--- config.mk ---
export PLATFORM = sky130hd
export DESIGN_NAME = des_key_schedule
export DESIGN_NICKNAME = d
export VERILOG_FILES = /design/src/rtl/des_key_schedule.sv
export SDC_FILE = /design/constraint.sdc
export NUM_CORES = 1
export LEC_CHECK = 0
export CORE_MARGIN = 10
export CORE_UTILIZATION = 34
export DETAILED_ROUTE_END_ITERATION = 7
export PLACE_DENSITY = 0.66
export SLEW_MARGIN = 15
export SYNTH_ARGS = -nofsm -noshare
export SYNTH_HDL_FRONTEND = slang
export SYNTH_SLANG_ARGS = --single-unit
--- constraint.sdc ---
create_clock -name Clk -period 3.7 [get_ports Clk]
set_clock_uncertainty 0.15 [all_clocks]
set_input_delay 1.11 -clock Clk [delete_from_list [all_inputs] [get_ports Clk]]
set_output_delay 1.11 -clock Clk [all_outputs]
set_load 0.01 [all_outputs]
--- src/rtl/des_key_schedule.sv ---
// DES key schedule: emits the 16 round subkeys one at a time, rotating C/D in place.
// Ports: Clk, Reset (sync, high), Load/Key/Decrypt start a schedule, Next advances;
//   Sub_Key/Round/Key_Valid describe the current subkey, Done and Key_Err are pulses.
module des_key_schedule #(
    parameter bit PARITY_CHECK = 1'b0
) (
    input  logic        Clk,
    input  logic        Reset,
    input  logic        Load,
    input  logic [63:0] Key,
    input  logic        Decrypt,
    input  logic        Next,
    output logic [47:0] Sub_Key,
    output logic [3:0]  Round,
    output logic        Key_Valid,
    output logic        Done,
    output logic        Key_Err
);

    typedef enum logic [1:0] {
        ST_IDLE,
        ST_ACTIVE,
        ST_DONE
    } state_t;

    localparam int PC1_TBL [56] = '{
        57, 49, 41, 33, 25, 17,  9,
         1, 58, 50, 42, 34, 26, 18,
        10,  2, 59, 51, 43, 35, 27,
        19, 11,  3, 60, 52, 44, 36,
        63, 55, 47, 39, 31, 23, 15,
         7, 62, 54, 46, 38, 30, 22,
        14,  6, 61, 53, 45, 37, 29,
        21, 13,  5, 28, 20, 12,  4
    };

    localparam int PC2_TBL [48] = '{
        14, 17, 11, 24,  1,  5,
         3, 28, 15,  6, 21, 10,
        23, 19, 12,  4, 26,  8,
        16,  7, 27, 20, 13,  2,
        41, 52, 31, 37, 47, 55,
        30, 40, 51, 45, 33, 48,
        44, 49, 39, 56, 34, 53,
        46, 42, 50, 36, 29, 32
    };

    // DES numbers bits from 1 at the MSB, so DES bit n of a W-bit
    // vector lives at index W-n.
    function automatic logic [55:0] pc1(input logic [63:0] k);
        logic [55:0] r;
        r = '0;
        for (int i = 0; i < 56; i++) begin
            r[6'(55 - i)] = k[6'(64 - PC1_TBL[i])];
        end
        return r;
    endfunction

    function automatic logic [47:0] pc2(input logic [55:0] cd);
        logic [47:0] r;
        r = '0;
        for (int i = 0; i < 48; i++) begin
            r[6'(47 - i)] = cd[6'(56 - PC2_TBL[i])];
        end
        return r;
    endfunction

    // Rounds 1, 2, 9 and 16 use a single-bit rotation, all others two.
    function automatic logic single_shift(input logic [4:0] r);
        return (r == 5'd1) || (r == 5'd2) || (r == 5'd9) || (r == 5'd16);
    endfunction

    function automatic logic [27:0] rotl(input logic [27:0] x, input logic one);
        return one ? {x[26:0], x[27]} : {x[25:0], x[27:26]};
    endfunction

    function automatic logic [27:0] rotr(input logic [27:0] x, input logic one);
        return one ? {x[0], x[27:1]} : {x[1:0], x[27:2]};
    endfunction

    function automatic logic odd_parity_ok(input logic [63:0] k);
        logic ok;
        ok = 1'b1;
        for (int b = 0; b < 8; b++) begin
            ok = ok & (^k[8*b +: 8]);
        end
        return ok;
    endfunction

    state_t      state_q, state_d;
    logic [27:0] c_q, c_d;
    logic [27:0] d_q, d_d;
    logic [3:0]  round_q, round_d;
    logic        dec_q, dec_d;
    logic        key_err_q;

    logic        load_ok;
    logic        load_rej;
    logic [55:0] cd_load;
    logic        shift_one;

    always_comb begin
        load_ok  = Load && (!PARITY_CHECK || odd_parity_ok(Key));
        load_rej = Load && !load_ok;
        cd_load  = pc1(Key);
        // Encrypt walks r -> r+1 using s[r+1]; decrypt undoes s[17-r].
        if (dec_q) begin
            shift_one = single_shift(5'd17 - {1'b0, round_q});
        end else begin
            shift_one = single_shift({1'b0, round_q} + 5'd1);
        end
    end

    always_comb begin
        state_d = state_q;
        c_d     = c_q;
        d_d     = d_q;
        round_d = round_q;
        dec_d   = dec_q;
        if (load_ok) begin
            // Decrypt starts at K16, whose C/D equal the unrotated PC-1 halves.
            if (Decrypt) begin
                c_d = cd_load[55:28];
                d_d = cd_load[27:0];
            end else begin
                c_d = rotl(cd_load[55:28], 1'b1);
                d_d = rotl(cd_load[27:0], 1'b1);
            end
            round_d = 4'd1;
            dec_d   = Decrypt;
            state_d = ST_ACTIVE;
        end else begin
            unique case (state_q)
                ST_IDLE: begin
                    state_d = ST_IDLE;
                end
                ST_ACTIVE: begin
                    if (Next) begin
                        if (round_q == 4'd15 + 4'd1) begin
                            round_d = 4'd0;
                            state_d = ST_DONE;
                        end else if (dec_q) begin
                            c_d     = rotr(c_q, shift_one);
                            d_d     = rotr(d_q, shift_one);
                            round_d = round_q + 4'd1;
                        end else begin
                            c_d     = rotl(c_q, shift_one);
                            d_d     = rotl(d_q, shift_one);
                            round_d = round_q + 4'd1;
                        end
                    end
                end
                ST_DONE: begin
                    state_d = ST_IDLE;
                end
                default: begin
                    state_d = ST_IDLE;
                end
            endcase
        end
    end

    always_ff @(posedge Clk) begin
        if (Reset) begin
            state_q   <= ST_IDLE;
            c_q       <= '0;
            d_q       <= '0;
            round_q   <= '0;
            dec_q     <= 1'b0;
            key_err_q <= 1'b0;
        end else begin
            state_q   <= state_d;
            c_q       <= c_d;
            d_q       <= d_d;
            round_q   <= round_d;
            dec_q     <= dec_d;
            key_err_q <= load_rej;
        end
    end

    assign Sub_Key   = pc2({c_q, d_q});
    assign Round     = round_q;
    assign Key_Valid = (state_q == ST_ACTIVE);
    assign Done      = (state_q == ST_DONE);
    assign Key_Err   = key_err_q;

endmodule

; ---- After elaboration in Yosys (flattened, before gate mapping)
; Index checks and enable logic that the tools add are counted.
[word_totals]
reg_bits = 63
input_bits = 69
[op_classes]
n_eq_ne = 13
addsub = 3
bitwise_logic = 1
muxes = 25
reduce_logical = 16
[op_table]
columns = cell, count
row1 = $mux W28, 15
row2 = $eq A5 B1 Y1 const B, 2
row3 = $eq A5 B2 Y1 const B, 2
row4 = $eq A5 B4 Y1 const B, 2
row5 = $eq A5 B5 Y1 const B, 2
row6 = $mux W1, 8
row7 = $reduce_and A2 Y1, 4
row8 = $logic_or A1 B1 Y1, 6
row9 = $add A4 B1 Y5 const B, 1
row10 = $mux W5, 1
row11 = $sub A5 B4 Y5 const A, 1
row12 = $add A4 B1 Y4 const B, 1
row13 = $logic_not A4 Y1, 1
row14 = $mux W4, 1
row15 = $reduce_bool A2 Y1, 2
row16 = $ne A3 B2 Y1 const B, 1
row17 = $ne A3 B3 Y1 const B, 1
row18 = $reduce_and A3 Y1, 1
row19 = $reduce_or A3 Y1, 1
row20 = $eq A2 B1 Y1 const B, 1
row21 = $eq A2 B2 Y1 const B, 1
row22 = $ne A2 B2 Y1 const B, 1
row23 = $reduce_or A2 Y1, 1
row24 = $not A1 Y1, 1

; ---- Depth between registers and ports, before layout
; Gate-level depths: netlist of the first run.
[logic_depth]
depth_word = 12
mapped_depth = 11
mapped_depth_nobuf = 8

; ---- Least setup slack after synthesis of the first run
; Ideal clock, no wire load.
[synth_path]
path_type = in2reg
from = input port Next
to = register d_q[18]
stages = 8
slack_ns = 0.926
t_arrival_ns = 2.491
n_path_buf = 2
required_ns = 3.417
setup_ns = 0.133
cell_sequence = nand3b_1 or2_2 clkbuf_1 nor2_1 clkbuf_1 a21oi_1 a221oi_1 nor3_1
[synth_between]
elab_chain_cells = 2
[synth_rtl]
columns = element, line_no
row1 = "start, declared", 12  ; input logic Next,
row2 = $reduce_bool A2 Y1 (no line), -
row3 = $reduce_and A3 Y1 (no line), -
row4 = "end signal, assigned", 167  ; d_q <= '0;
row5 = "end signal, assigned", 174  ; d_q <= d_d;
row6 = "end, declared", 92  ; logic [27:0] d_q, d_d;
; No other way between the ends.
; A chain may end at the register's enable or synchronous reset.

; ---- Worst setup path in the final report of the first run
[layout_path]
from = register round_q[1] (netlist: Round[1])
to = register c_q[4]
[layout_between]
elab_chain_cells = 12
elab_cells_between_ends = 27
[layout_rtl]
columns = element, line_no
row1 = "start, declared", 93  ; logic [3:0] round_q, round_d;
row2 = "start signal, assigned", 175  ; round_q <= round_d;
row3 = $sub A5 B4 Y5 or $add A4 B1 Y5 (tied branches), "108, 110"
row4 = $eq A5 B1 Y1 or $eq A5 B2 Y1 (tied branches), 70  ; return (r == 5'd1) || (r == 5'd2) || (r == 5'd9) || (r == 5'd16);
row5 = $logic_or A1 B1 Y1 (3 in a row), 70
row6 = $mux W1, 107  ; if (dec_q) begin
row7 = $mux W28 (on tied branches), "74, 78"
row8 = $mux W28, 142  ; end else if (dec_q) begin
row9 = $mux W28, 139  ; if (round_q == 4'd15 + 4'd1) begin
row10 = $mux W28, 138  ; if (Next) begin
row11 = $mux W28, 133  ; unique case (state_q)
row12 = $mux W28, 120  ; if (load_ok) begin
row13 = "end signal, assigned", 166  ; c_q <= '0;
row14 = "end signal, assigned", 173  ; c_q <= c_d;
row15 = "end, declared", 91  ; logic [27:0] c_q, c_d;
; Several ways; a longest one is shown, not always the timed one. The select of a mux whose other input is x is not followed.

==> results.yml, run 1 <==
final_layout:
  design_area_mm2: 0.00548
  drive_gt1_share_pct: 14.6
  fillers: 1318
  area_delta_synth_final_pct: 16.8
  final_nets: 605
  antennaDiodeCount: 0
  finalNonFillerCells: 711
power_and_ir_drop:
  ir_worst_vdd_uv: 239
  power-per-cell-area_mw_per_mm2: 375
  p_leak_nw: 2.07
  finalPower_mw: 2.06
floorplan:
  fp.dieArea_mm2: 0.0189
  start_util_pct: 35.0
  fp.coreArea_mm2: 0.0134
  fp-row-count: 42
  die_w_um: 138
  io_pins: 124
  die_y_um: 138
sta:
  worst_slew_pin_slew_ns: 0.678
  finalCriticalPeriod_ns: 3.22
  finalSetupViolCount: 0
  fin_tns_setup_ns: 0
  fin_hold_ws_ns: 0.393
  final-hold-violation-count: 0
  maxSlewViolCount: 0
  min_period_over_period_pct: 87.0
  rsz0062_at_grt: "no"
  fmax_mhz: 311
  slew_headroom_pct: 54.6
cts:
  h-tree-depth: 3
  cts.sinks: 63
  postCtsSetupBuffers: 0
  insertion_delay_ns: 0.33
  cts_tree: "built"
  clk_pin_slew_worst_paths_ns: 0.06
  clockRootBuffer: "clkbuf_16"
  clk_path_buf_depth: 2
  cts-resized-gates: 0
  ctsHoldBuffers: 0
  numCtsBuffers: 9
grt:
  track_usage_pct: 12.6
  antenna_found_initial: 0
  grt_max_degree: 42
  overflow: 0
  grt_pass1_wl_um: 19700
  grt_pass1_vias: 3843
critical_path:
  max_stage_delay_ns: 0.47
  crit_cells: 9
  reg2reg_to: "c_q[4]"
  worst-r2r-cell-count: 9
  crit_required_ns: 3.75
  start_kind: "register"
  path_class: "reg2reg"
  rrSetupSlack_ns: 0.48
  crit_chain: "inv_1 > ha_1 > a2111oi_0 > nor2_1 > a32oi_2 > buf_4 > mux2_2 > a221oi_1 > a311oi_1"
  crit_fanout: 30
  rr_startpoint: "Round[1]"
  cp_slowest_cell: "dfxtp_1"
  cp-end-kind: "register"
  cp_num_buf_inv: 2
  cp_top_family: "compound AO/OA/AOI/OAI gates"
  arrival_ns: 3.27
route:
  first_iter_violations: 279
  num_vias: 3970
  first_pass_iters: 5
  routed_wl_um: 12300
  antenna_left: 0
  drc_errors: 0
  avgRoutedWirePerCell_um: 17.3
  via_per_inst: 5.58
synthesis:
  synth_seq_cells: 63
  synthCells: 512
  netlist_area_mm2: 0.00470
  ys_types: 49
  yosysSeqAreaShare_pct: 26.9
  ys_dominant_reg_cell: "dfxtp_1"
  yosys_warnings: 0
  async_flop_share_pct: 0
  synth.avg_cell_area_um2: 9.17
  synth_edf_count: 0
min_path:
  holdPathStages: 2
  hold_end: "d_q[18]"
  min_from: "d_q[18]"
  hp-class: "reg2reg"
run:
  drv_cap: 0
placed_design:
  hpwl_um: 8610
  portBuffers: 52
  place_congestion: 0.866
  place_inst: 695
  placed_area_mm2: 0.00515
outcome:
  status: "complete, no violations"
[cell families (layout without fill, tap and decap cells)]
group	Yosys count	count (layout)	share of synthesized area [%]
other	1	23	0.0799
multiplexers	144	144	31.5
XOR/XNOR	1	1	0.187
adder cells (fa/ha/maj)	6	6	1.60
buffers and inverters	93	94	12.2
flip-flops	63	63	26.9
AO/OA/AOI/OAI	110	110	18.4
AND/OR/NAND/NOR	94	94	9.14
[report_power, final]
part | internal, mW | switching (mW) | leakage (nW)
sequential | 0.699 | 0.0318 | 0.513
clock | 0.611 | 0.327 | 0.155
combinational | 0.185 | 0.204 | 1.40
[worst reg2reg max path, delay by kind of cell (launching register included)]
family | cells | cell delay (ns)
compound gates | 4 | 1.14
fa+ha+maj | 1 | 0.23
buf+inv | 2 | 0.53
flops | 1 | 0.47
mux | 1 | 0.40
simple gates | 1 | 0.16
[flip-flops by register name, indices dropped and copies added (netlist names)]
register / cells
d_q: 28
state_q: 2
c_q: 28
dec_q: 1
Round: 4
[synthesized netlist by cell type (2+ instances only)]
cell	instances	area (um2)
nor3_1	13	65.1
o32a_1	4	40.0
dfxtp_1	63	1260
nand3b_1	3	22.5
a22oi_1	2	15.0
a32o_1	2	20.0
nand3_1	9	45.0
inv_1	6	22.5
a221oi_1	16	140
a22o_1	29	254
a2111oi_0	2	17.5
ha_1	6	75.1
a31oi_1	3	18.8
or2_2	2	12.5
nor2_1	38	143
buf_4	54	405
o21ai_0	2	10.0
mux2_2	30	338
a311oi_1	3	26.3
buf_6	2	22.5
buf_1	5	18.8
mux2_1	2	22.5
a32oi_1	2	17.5
a21oi_1	28	140
a211oi_1	2	15.0
o221a_2	3	33.8
mux2i_1	112	1120
clkbuf_1	21	78.8
and3_1	4	25.0
nor2b_1	3	18.8
o22ai_1	2	12.5
buf_2	5	25.0
nand2_1	18	67.6
[per-layer routing]
layer | vias to the layer above | routed length, um | global-route usage [%]
li1 | 1894 | - | -
met1 | 1928 | 5950 | 16.8
met2 | 138 | 5490 | 19.6
met3 | 10 | 723 | 3.02
met4 | 0 | 121 | 3.92
met5 | - | 0 | 0
[cell usage in the layout (no fill, tap or decap), drive strengths merged, types with 2 or more instances in the layout]
cell and n:
nor2 38, or2 2, a32o 2, a22o 29, a311oi 3, nor3 13, o21ai 2, and3 4
nor2b 3, ha 6, a21oi 28, a22oi 3, a221oi 16, nand2 18, inv 7, a31oi 3
buf 20, clkbuf 10, dfxtp 63, mux2 32, a2111oi 2, o22ai 3, a32oi 3, a211oi 2
conb 23, nand3b 3, o32a 4, mux2i 112, nand3 9, bufinv 2, o221a 3, clkdlybuf4s50 52
clkinvlp 2
[final cells by class]
type | instances | area (um2) | share of cell area, %
flip-flops and latches | 63 | 1260 | 23.0
multi-input cells | 378 | 2950 | 53.8
clock inverters | 6 | 92.6 | 1.69
repair buffers | 72 | 696 | 12.7
clock buffers | 10 | 239 | 4.36
inverters | 6 | 22.5 | 0.411
well taps | 176 | 220 | 4.02
[how the worst max path moves through the flow]
stage / endpoint / from / slack, ns
after floorplan: d_q[18] / Next / 0.93
after global placement: c_q[4] / Next / 0.40
after detailed placement: c_q[4] / Next / 0.36
after CTS: c_q[4] / Round[1] / 0.54
after global routing: c_q[4] / Round[1] / 0.37
final: c_q[4] / Round[1] / 0.48
[metrics by stage]
step	setup slack [ns]	util, %
3_5_place_dp	0.364	38.5
4_1_cts	0.538	40.9
2_1_floorplan	0.926	-
3_3_place_gp	0.403	38.5
5_1_grt	0.371	40.9
6_report	0.483	40.9
Power figures use the tool's default switching activity.
==> inputs of run 2 (changes only) <==
--- a/config.mk
+++ b/config.mk
@@ -9,6 +9,7 @@
 export CORE_UTILIZATION = 34
 export DETAILED_ROUTE_END_ITERATION = 7
 export PLACE_DENSITY = 0.66
+export SKIP_CTS_REPAIR_TIMING = 1
 export SLEW_MARGIN = 15
 export SYNTH_ARGS = -nofsm -noshare
 export SYNTH_HDL_FRONTEND = slang
==> results of run 2 <==
No change in the layout: final DEF, timing and power equal those of run 1.
==> inputs of run 3 (changes only) <==
--- a/config.mk
+++ b/config.mk
@@ -5,9 +5,11 @@
 export SDC_FILE = /design/constraint.sdc
 export NUM_CORES = 1
 export LEC_CHECK = 0
+export CAP_MARGIN = 10
 export CORE_MARGIN = 10
 export CORE_UTILIZATION = 34
 export DETAILED_ROUTE_END_ITERATION = 7
+export GPL_ROUTABILITY_DRIVEN = 0
 export PLACE_DENSITY = 0.66
 export SKIP_CTS_REPAIR_TIMING = 1
 export SLEW_MARGIN = 15
==> constraint.sdc (replaced) <==
create_clock -name Clk -period 3.7 [get_ports Clk]
set_clock_uncertainty 0.15 [all_clocks]
set_input_delay 0.74 -clock Clk [delete_from_list [all_inputs] [get_ports Clk]]
set_output_delay 0.74 -clock Clk [all_outputs]
set_load 0.01 [all_outputs]
==> results.yml, run 3 (synthesized netlist as in run 1, its figures left out) <==
route:
  first_iter_violations: 228
  drc_errors: 0
  via_per_inst: 5.53
  antenna_left: 0
  first_pass_iters: 5
  avgRoutedWirePerCell_um: 17.4
  routed_wl_um: 12300
  num_vias: 3928
power_and_ir_drop:
  finalPower_mw: 2.00
  ir_worst_vdd_uv: 225
  power-per-cell-area_mw_per_mm2: 368
  p_leak_nw: 2.06
critical_path:
  arrival_ns: 3.27
  crit_cells: 9
  endpoint: "c_q[4]"
  path_class: "reg2reg"
  worst-r2r-cell-count: 9
  cp-end-kind: "register"
  cp_slowest_cell: "dfxtp_1"
  rrSetupSlack_ns: 0.48
  reg2reg_to: "c_q[4]"
  rr_startpoint: "Round[1]"
  critPathLaunch: "Round[1]"
  max_stage_delay_ns: 0.48
  crit_fanout: 30
  crit_required_ns: 3.76
  crit_chain: "inv_1 > ha_1 > a2111oi_0 > nor2_1 > a32oi_2 > buf_4 > mux2_2 > a221oi_1 > a311oi_1"
  start_kind: "register"
  cp_num_buf_inv: 2
  cp_top_family: "compound AO/OA/AOI/OAI gates"
final_layout:
  final_nets: 604
  finalNonFillerCells: 710
  drive_gt1_share_pct: 14.2
  final_cell_mix: "mux2i_1, dfxtp_1, clkdlybuf4s50_1, nor2_1, mux2_2"
  final_common_cell: "mux2i_1"
  postLayoutCoreUtil_pct: 40.5
  area_delta_synth_final_pct: 15.6
  design_area_mm2: 0.00543
  antennaDiodeCount: 0
  fillers: 1329
sta:
  rsz0062_at_grt: "no"
  maxSlewViolCount: 0
  slew_headroom_pct: 35.7
  setup_slack_ns: 0.484
  finalSetupViolCount: 0
  finalCriticalPeriod_ns: 3.22
  worst_slew_pin_slew_ns: 0.962
  fin_hold_ws_ns: 0.391
  fmax_mhz: 311
  min_period_over_period_pct: 86.9
  fin_tns_setup_ns: 0
  final-hold-violation-count: 0
cts:
  insertion_delay_ns: 0.33
  clockRootBuffer: "clkbuf_16"
  h-tree-depth: 3
  clk_path_buf_depth: 2
  cts_tree: "built"
  cts.sinks: 63
  clk_pin_slew_worst_paths_ns: 0.06
  numCtsBuffers: 9
floorplan:
  die_w_um: 138
  fp.coreArea_mm2: 0.0134
  io_pins: 124
  fp-row-count: 42
  fp.dieArea_mm2: 0.0189
  die_y_um: 138
  start_util_pct: 35.0
placed_design:
  portBuffers: 52
  dp_slack_ns: 0.492
  placed_area_mm2: 0.00512
  place_inst: 694
  hpwl_um: 8630
grt:
  antenna_found_initial: 0
  track_usage_pct: 12.9
  overflow: 0
  grt_pass1_wl_um: 19900
  grt_max_degree: 42
  grt_pass1_vias: 3904
min_path:
  hp-class: "reg2reg"
outcome:
  status: "complete, no violations"
run:
  drv_cap: 0
[run 3: cell count changes in the layout (fill, tap and decap cells not counted), sizes merged]
cell      delta
clkinvlp     -2
clkinv       +1
clkbuf       +3
bufinv       -1
inv          -1
buf          -1
[run 3: cell type report]
cell class	instances	area [um2]	area share, %
Timing Repair Buffer	71	663	12.2
Clock inverter	3	40.0	0.737
Inverter	6	22.5	0.415
Sequential cell	63	1260	23.2
Tap cell	176	220	4.06
Clock buffer	13	270	4.98
Multi-Input combinational cell	378	2950	54.4
[run 3: where the power goes]
group / internal [mW] / total (mW) / switching (mW) / leakage (nW)
sequential: 0.699 / 0.730 / 0.0316 / 0.513
combinational: 0.182 / 0.384 / 0.202 / 1.39
clock: 0.574 / 0.883 / 0.309 / 0.156
[run 3: metal layers]
layer | wire length, um | share of wire, % | GRT usage, %
met1 | 5890 | 48 | 16.9
met5 | 0 | 0 | 0
met3 | 759 | 6.2 | 3.50
met2 | 5520 | 45 | 19.6
met4 | 155 | 1.3 | 4.98
[run 3: worst min path at each step]
| stage | startpoint | endpoint | slack [ns] | cells past startpoint |
|---|---|---|---|---|
| 2_1_floorplan | c_q[8] | c_q[8] | 0.34 | 1 |
| 3_3_place_gp | c_q[4] | c_q[4] | 0.37 | 2 |
| 3_5_place_dp | c_q[7] | c_q[7] | 0.37 | 1 |
| 4_1_cts | c_q[3] | c_q[3] | 0.39 | 2 |
| 5_1_grt | c_q[3] | c_q[3] | 0.42 | 2 |
| 6_report | c_q[3] | c_q[3] | 0.39 | 2 |
[run 3: tightest hold or removal path, stage by stage, from the launching register on]
cell,delay [ns]
dfxtp_1,0.34
nor2_1,0.11
nor3_1,0.04
